<file path="src/rtl/fifo_pkg.sv">
// Shared constants for the processor FIFO: default geometry and the
// boolean constants used by both this buffer and the control FSM.
package fifo_pkg;

    localparam int   FIFO_DATA_WIDTH = 16;
    localparam int   FIFO_DEPTH      = 8;

    localparam logic TRUE  = 1'b1;
    localparam logic FALSE = 1'b0;

endpackage

</file>
<file path="src/rtl/fifo_buffer_if.sv">
// Strobe/status bundle between the FIFO control logic (master) and the
// storage end of the FIFO (slave).
interface fifo_buffer_if
    import fifo_pkg::*;
#(
    parameter int DATA_WIDTH = FIFO_DATA_WIDTH,
    parameter int DEPTH      = FIFO_DEPTH
);
    localparam int ADDR_W = $clog2(DEPTH);

    // Strobe semantics: wr_en/rd_en are single-cycle requests sampled on
    // the rising edge. A write takes effect only when full is low, and a
    // read only when empty is low. Requests that violate the status are
    // dropped silently. There is no ready/ack; full/empty act as the
    // back-pressure.
    logic                  wr_en;
    logic                  rd_en;
    logic [DATA_WIDTH-1:0] data_in;
    logic [DATA_WIDTH-1:0] data_out;
    logic                  full;
    logic                  empty;
    logic [ADDR_W:0]       count;
    logic                  overflow;
    logic                  underflow;

    modport master (
        output wr_en, rd_en, data_in,
        input  data_out, full, empty, count, overflow, underflow
    );

    modport slave (
        input  wr_en, rd_en, data_in,
        output data_out, full, empty, count, overflow, underflow
    );

endinterface

</file>
<file path="src/rtl/fifo_mem.sv">
// Simple dual-port register array: one write port and one registered
// read port. The array itself is never reset; only the read register is.
module fifo_mem #(
    parameter  int DATA_WIDTH = 16,
    parameter  int DEPTH      = 8,
    localparam int ADDR_W     = $clog2(DEPTH)
) (
    input  logic                  clk,
    input  logic                  rst,
    input  logic                  we,
    input  logic [ADDR_W-1:0]     waddr,
    input  logic [DATA_WIDTH-1:0] wdata,
    input  logic                  re,
    input  logic [ADDR_W-1:0]     raddr,
    output logic [DATA_WIDTH-1:0] rdata
);

    logic [DATA_WIDTH-1:0] mem [DEPTH];

    always_ff @(posedge clk) begin
        if (we) begin
            mem[waddr] <= wdata;
        end
    end

    // The read register holds its value whenever no read is accepted.
    always_ff @(posedge clk) begin
        if (!rst) begin
            rdata <= '0;
        end else if (re) begin
            rdata <= mem[raddr];
        end
    end

endmodule

</file>
<file path="src/rtl/fifo_buffer.sv">
// Storage and status end of the processor FIFO: pointers, occupancy counter,
// full/empty decode and optional sticky error flags (FIFO_ERR_FLAGS_EN).
module fifo_buffer
    import fifo_pkg::*;
#(
    parameter int DATA_WIDTH = FIFO_DATA_WIDTH,
    parameter int DEPTH      = FIFO_DEPTH
) (
    input  logic          clk,
    input  logic          rst,
    fifo_buffer_if.slave  bus
);

    localparam int ADDR_W = $clog2(DEPTH);
    localparam logic [ADDR_W:0] CNT_FULL = (ADDR_W + 1)'(DEPTH);
    localparam logic [ADDR_W:0] PTR_ONE  = (ADDR_W + 1)'(1);

    logic [ADDR_W:0] wr_ptr;
    logic [ADDR_W:0] rd_ptr;
    logic [ADDR_W:0] count;
    logic            full;
    logic            empty;
    logic            wr_acc;
    logic            rd_acc;

    assign full   = (count == CNT_FULL);
    assign empty  = (count == '0);
    // Gating with rst keeps a reset cycle from touching the array.
    assign wr_acc = rst && bus.wr_en && !full;
    assign rd_acc = rst && bus.rd_en && !empty;

    always_ff @(posedge clk) begin
        if (!rst) begin
            wr_ptr <= '0;
            rd_ptr <= '0;
            count  <= '0;
        end else begin
            if (wr_acc) wr_ptr <= wr_ptr + PTR_ONE;
            if (rd_acc) rd_ptr <= rd_ptr + PTR_ONE;
            case ({wr_acc, rd_acc})
                2'b10:   count <= count + PTR_ONE;
                2'b01:   count <= count - PTR_ONE;
                default: count <= count;
            endcase
        end
    end

    fifo_mem #(
        .DATA_WIDTH (DATA_WIDTH),
        .DEPTH      (DEPTH)
    ) u_mem (
        .clk   (clk),
        .rst   (rst),
        .we    (wr_acc),
        .waddr (wr_ptr[ADDR_W-1:0]),
        .wdata (bus.data_in),
        .re    (rd_acc),
        .raddr (rd_ptr[ADDR_W-1:0]),
        .rdata (bus.data_out)
    );

    assign bus.full  = full;
    assign bus.empty = empty;
    assign bus.count = count;

`ifdef FIFO_ERR_FLAGS_EN
    logic overflow;
    logic underflow;

    always_ff @(posedge clk) begin
        if (!rst) begin
            overflow  <= FALSE;
            underflow <= FALSE;
        end else begin
            if (bus.wr_en && full)  overflow  <= TRUE;
            if (bus.rd_en && empty) underflow <= TRUE;
        end
    end

    assign bus.overflow  = overflow;
    assign bus.underflow = underflow;
`else
    assign bus.overflow  = FALSE;
    assign bus.underflow = FALSE;
`endif

    // The extra pointer bit makes the pointer distance equal the occupancy.
    ptr_count_consistent: assert property (
        @(posedge clk) disable iff (!rst) (wr_ptr - rd_ptr) == count
    );

endmodule

</file>
<file path="src/flat_wrapper.sv">
// flat-port wrapper written by rule: the top's interface ports become plain ports
module fifo_buffer_flat import fifo_pkg::*;
#(
    parameter int DATA_WIDTH = FIFO_DATA_WIDTH,
    parameter int DEPTH      = FIFO_DEPTH
)
  (clk, rst, bus_wr_en, bus_rd_en, bus_data_in, bus_data_out, bus_full, bus_empty, bus_count, bus_overflow, bus_underflow);
  fifo_buffer_if #(.DATA_WIDTH(DATA_WIDTH), .DEPTH(DEPTH)) bus_i ();
  input  logic clk;
  input  logic rst;
  input wire logic [$bits(bus_i.wr_en)-1:0] bus_wr_en;
  input wire logic [$bits(bus_i.rd_en)-1:0] bus_rd_en;
  input wire logic [$bits(bus_i.data_in)-1:0] bus_data_in;
  output wire logic [$bits(bus_i.data_out)-1:0] bus_data_out;
  output wire logic [$bits(bus_i.full)-1:0] bus_full;
  output wire logic [$bits(bus_i.empty)-1:0] bus_empty;
  output wire logic [$bits(bus_i.count)-1:0] bus_count;
  output wire logic [$bits(bus_i.overflow)-1:0] bus_overflow;
  output wire logic [$bits(bus_i.underflow)-1:0] bus_underflow;
  assign bus_i.wr_en = bus_wr_en;
  assign bus_i.rd_en = bus_rd_en;
  assign bus_i.data_in = bus_data_in;
  assign bus_data_out = bus_i.data_out;
  assign bus_full = bus_i.full;
  assign bus_empty = bus_i.empty;
  assign bus_count = bus_i.count;
  assign bus_overflow = bus_i.overflow;
  assign bus_underflow = bus_i.underflow;
  fifo_buffer #(.DATA_WIDTH(DATA_WIDTH), .DEPTH(DEPTH)) u_core (.clk(clk), .rst(rst), .bus(bus_i));
endmodule
</file>
<file path="config.mk">
export PLATFORM = sky130hd
export DESIGN_NAME = fifo_buffer_flat
export DESIGN_NICKNAME = d
export VERILOG_FILES = /design/src/rtl/fifo_pkg.sv /design/src/rtl/fifo_buffer_if.sv /design/src/rtl/fifo_mem.sv /design/src/rtl/fifo_buffer.sv /design/src/flat_wrapper.sv
export SDC_FILE = /design/constraint.sdc
export NUM_CORES = 1
export LEC_CHECK = 0
export CELL_PAD_IN_SITES_DETAIL_PLACEMENT = 1
export CELL_PAD_IN_SITES_GLOBAL_PLACEMENT = 2
export CORE_UTILIZATION = 47
export CTS_CLUSTER_SIZE = 20
export DETAILED_ROUTE_END_ITERATION = 16
export PLACE_DENSITY_LB_ADDON = 0.1
export REMOVE_ABC_BUFFERS = 1
export SLEW_MARGIN = 20
export SYNTH_ARGS = -nofsm -noshare
export SYNTH_HDL_FRONTEND = slang
export SYNTH_SLANG_ARGS = --single-unit
</file>
<file path="constraint.sdc">
create_clock -name clk -period 8.15 [get_ports clk]
set_input_delay 1.63 -clock clk [delete_from_list [all_inputs] [get_ports clk]]
set_output_delay 1.63 -clock clk [all_outputs]
set_load 0.01 [all_outputs]
</file>
# == After elaboration in Yosys (flattened, before gate mapping) ==
# Memories as Yosys holds them, arrays and structs flattened. A register that Yosys moved wholly into a read port is not among the register bits.
# Cells that the tools add are included.
# word_totals
register_bits,12
latch_bits,0
mem_bits_rw,128
romBits,0
input_bits,20
output_inout_bits,24
word_cells,23
mem_count,1
# memory_table
memory,depth,width,rd,rd_clocked_by_memory_dff,wr,line,rtl
u_core.u_mem.mem,8,16,1,1,1,fifo_mem.sv:18,logic [DATA_WIDTH-1:0] mem [DEPTH];
# op_classes
addsub,4
mul,0
div,0
n_lt_le_gt_ge,0
eq_ne,3
shift,0
mux,3
n_bitwise,0
reduce_logical,9
# op_table
op,n
$add 4x1->4 const B,3
$pmux 4 s2,1
$eq 4x4->1 const B,1
$logic_and 1x1->1,4
$logic_not 4->1,1
$sub 4x1->4 const B,1
$logic_not 1->1,3
$eq 2x1->1 const B,1
$eq 2x2->1 const B,1
$mux 1,2
$reduce_bool 2->1,1

# == Longest topological paths before layout ==
# logic_depth
word_depth,5
ltp_mapped,12
mapped_depth_nobuf,9

# == Cells and area by module ==
# From an unflattened synthesis, not the netlist that was laid out.
# hier_totals
cells_unflattened,369
area_unflattened_um2,6087.1
# by_module_without_submodules
module,n_inst,cells_each,area_each_um2
fifo_mem,1,306,5511.5
fifo_buffer,1,63,575.6

# == Worst setup path before layout ==
# Ideal clock, no wire load.
# synth_path
kind,in2reg
from,in rst
to,"mem u_core.u_mem.mem[0][0], enable pin"
setup_time_ns,0.409
arrival_time_ns,3.222
t_required_ns,7.741
setup_slack_ns,4.519
cell_stages,3
path_buffers,0
path_cell_list,nand3_1 -> or2_2 -> nor3_1
# synth_between
elab_chain_cells,4
# synth_lines
item,line,rtl
from (decl),flat_wrapper.sv:10,input logic rst;
$logic_and 1x1->1 (2 in a row),fifo_buffer.sv:29,assign wr_acc = rst && bus.wr_en && !full;
$mux 1,fifo_mem.sv:21,if (we) begin
$mux 1 (implied by the code),fifo_mem.sv:22,mem[waddr] <= wdata;
to (decl),fifo_mem.sv:18,
# No other way between the ends.

# == Worst setup path in the final report ==
# layout_path
from,in rst
to,"mem u_core.u_mem.mem[4][9], enable pin"
# The elaborated chain is that of the path after synthesis.

==> summary.md <==
| Metric | Value |
|---|---|
| ANT cells | `0` |
| CTS tree | `done` |
| Post-synthesis area per instance | `17.6 um2` |
| Largest net degree at the start of global routing | `38` |
| Most used cell, CP | `buf_4` |
| Worst Hold Depth | `2` |
| Final min period | `3980 ps` |
| GP Congestion | `0.754` |
| Worst VDD drop | `0.000157 V` |
| YS warnings | `0` |
| Crit path launch type | `input port` |
| Relative slew slack | `30.4%` |
| Cts repair resizes | `0` |
| Placed cell areas | `0.00651 mm2` |
| Top FF cell, synth | `edfxtp_1` |
| Slew @ Worst Pin | `1040 ps` |
| Critical path peak fanout | `23` |
| Post-CTS Setup Bufs | `0` |
| Clock-pin transition on the worst setup and hold timing paths | `50 ps` |
| # clock sinks | `154` |
| Worst-case reg-to-reg path depth | `5` |
| Placeable core area | `0.0122 mm2` |
| Largest stage delay on the critical path | `810 ps` |
| Critical R2R Capture | `u_core.u_mem.mem[4][9]$_DFFE_PP_` |
| Crit path DAT | `4110 ps` |
| Worst r2r src | `u_core.bus.count[1]$_SDFFE_PN0P_` |
| Die H | `114 um` |
| Hold path endpoint | `u_core.u_mem.rdata[12]$_SDFFE_PN0P_` |
| Required time of the critical path | `8280 ps` |
| Drt wl/cell | `21.4 um` |
| DIE AREA | `0.0131 mm2` |
| DP Wirelength | `6980 um` |
| Clk root buf | `clkbuf_16` |
| Post-route cell area | `0.00707 mm2` |
| Ratio of cells with drive above 1 in the final layout | `19.3%` |
| H-tree Lvls | `4` |
| Register bit count reported by yosys | `154` |
| Most frequent cells in the layout | `edfxtp_1, clkdlybuf4s50_1, nand2_1` |
| Global-route wire length before repair | `18600 um` |
| Cts bufs inserted | `17` |
| Worst hold path type | `reg -> reg` |
| Most common cell after layout, fill and taps aside | `edfxtp_1` |
| Gr ovfl total | `0` |
| Clock Latency Late Sink | `430 ps` |
| Number of flops mapped to enable cells by yosys | `128` |
| Syn Inst Count | `336` |
| Synth cell types | `35` |
| Layout Nets | `411` |
| # IOs | `44` |
| Worst setup path class | `in -> reg` |
| Pins Over Slew Limit | `0` |
| Worst Clk Skew | `10.2 ps` |
| Total number of vias | `3110` |
| Setup Viol. Count Final | `0` |
| Setup TNS | `0 ps` |
| Final-report hold violation count | `0` |
| Initial drt markers | `81` |
| CTS max path bufs | `2` |
| PwrDens | `249 mW/mm2` |
| Max Cap Viol | `0` |
| Final wirelength | `12100 um` |
| Cts hold-fix bufs | `0` |
| Initial antenna violation count | `0` |
| P&R area growth vs syn | `19.3%` |
| Port bufs | `41` |
| Post-synthesis sequential area ratio | `73.6%` |
| Row cnt | `40` |
| DRC errors left | `0` |
| Slowest-stage cell, CP | `nor2_1` |
| Crit-path cells | `clkdlybuf4s50_1, buf_4, nand3_1, or2_2, nor2_1, buf_4` |
| TritonRoute pass-1 iters | `4` |
| Outcome | `finished, final reports clean` |
| Vias in the first global route | `3298` |
| P_leak | `2.30 nW` |
| Antenna-violating nets left | `0` |
| Min-delay src | `u_core.u_mem.rdata[12]$_SDFFE_PN0P_` |
| Asr flop ratio synth | `0%` |
| Internal reg-to-reg setup slack | `5360 ps` |
| Initial Util | `48.7%` |
| Vias per inst | `5.49` |
| Die Span X | `114 um` |
| Crit end category | `flop` |
| F_max | `0.251 GHz` |
| RSZ-0062 raised after global routing | `no` |
| Post-Syn Area | `0.00593 mm2` |
| Total track usage | `20.7%` |
| Final worst path period share | `48.9%` |
-- layout make-up --
cell class / instances / area (um2)
Clock buffer: 24 / 462
Clock inverter: 8 / 98.8
Fill cell: 1117 / 5090
Inverter: 4 / 15.0
Multi-Input combinational cell: 157 / 1430
Sequential cell: 154 / 4370
Tap cell: 168 / 210
Timing Repair Buffer: 52 / 493
-- routing by layer --
layer / vias to the layer above / track usage [%] / share of wire (%)
met5: - / 0 / 0
met1: 1612 / 24.8 / 42
li1: 1408 / - / -
met2: 67 / 35.5 / 52
met3: 23 / 5.03 / 3.2
met4: 0 / 9.78 / 2.3
-- critical path, delay by kind of cell --
kind                   cells  cell delay (ps)
buffers and inverters      3             1070
and+or+nand+nor            3             1400
-- through the flow --
stage / hold slack, ps / utilization, % / instances / power [mW] / setup WS [ps]
floorplan: 462 / - / 315 / 0.974 / 4520
global placement: 489 / 53.5 / 535 / 1.03 / 3830
detailed placement: 487 / 53.5 / 535 / 1.04 / 3780
CTS: 521 / 58.1 / 567 / 1.78 / 4130
global route: 557 / 58.1 / 567 / 1.82 / 4030
finish: 519 / 58.1 / 567 / 1.76 / 4170
-- worst max-delay path by stage --
stage               from                          endpoint  cells after the start
floorplan            rst  u_core.u_mem.mem[0][0]$_DFFE_PP_                      3
global placement     rst  u_core.bus.count[2]$_SDFFE_PN0P_                     10
detailed placement   rst  u_core.bus.count[2]$_SDFFE_PN0P_                     10
CTS                  rst  u_core.u_mem.mem[4][9]$_DFFE_PP_                      6
global route         rst  u_core.u_mem.mem[4][9]$_DFFE_PP_                      6
finish               rst  u_core.u_mem.mem[4][9]$_DFFE_PP_                      6
-- sequential cells by signal, summed over array words and instances (netlist names) --
name	count
u_core.rd_ptr	3
u_core.bus.count	4
u_core.u_mem.rdata	16
u_core.u_mem.mem	128
u_core.wr_ptr	3
-- cell families (layout without fill, tap and decap cells) --
family	Yosys count	after routing	share of synthesized area, %
compound gates	41	41	3.93
xor+xnor	6	6	1.01
fa+ha+maj	5	5	1.06
buf+inv	26	88	2.55
flops	154	154	73.6
mux	33	33	12.3
other cells	1	2	0.0633
simple gates	70	70	5.45
-- cell usage after synthesis (all sizes together) (4+ instances only) --
library cell  instances  area [um2]
ha                    5        62.6
o21ai                20         104
a31oi                16         100
xor2                  4        35.0
clkbuf               10        37.5
edfxtp              128        3840
nand2                39         146
dfxtp                26         521
mux4                 32         721
nand3                 4        20.0
nor2                 12        45.0
buf                  12        98.8
a21oi                 4        20.0
-- power by group --
group	switching (mW)	internal, mW	total [mW]
Combinational	0.0623	0.0703	0.133
Clock	0.287	0.457	0.744
Sequential	0.0156	0.871	0.887
Total	0.365	1.40	1.76
Power figures use the tool's default switching activity.
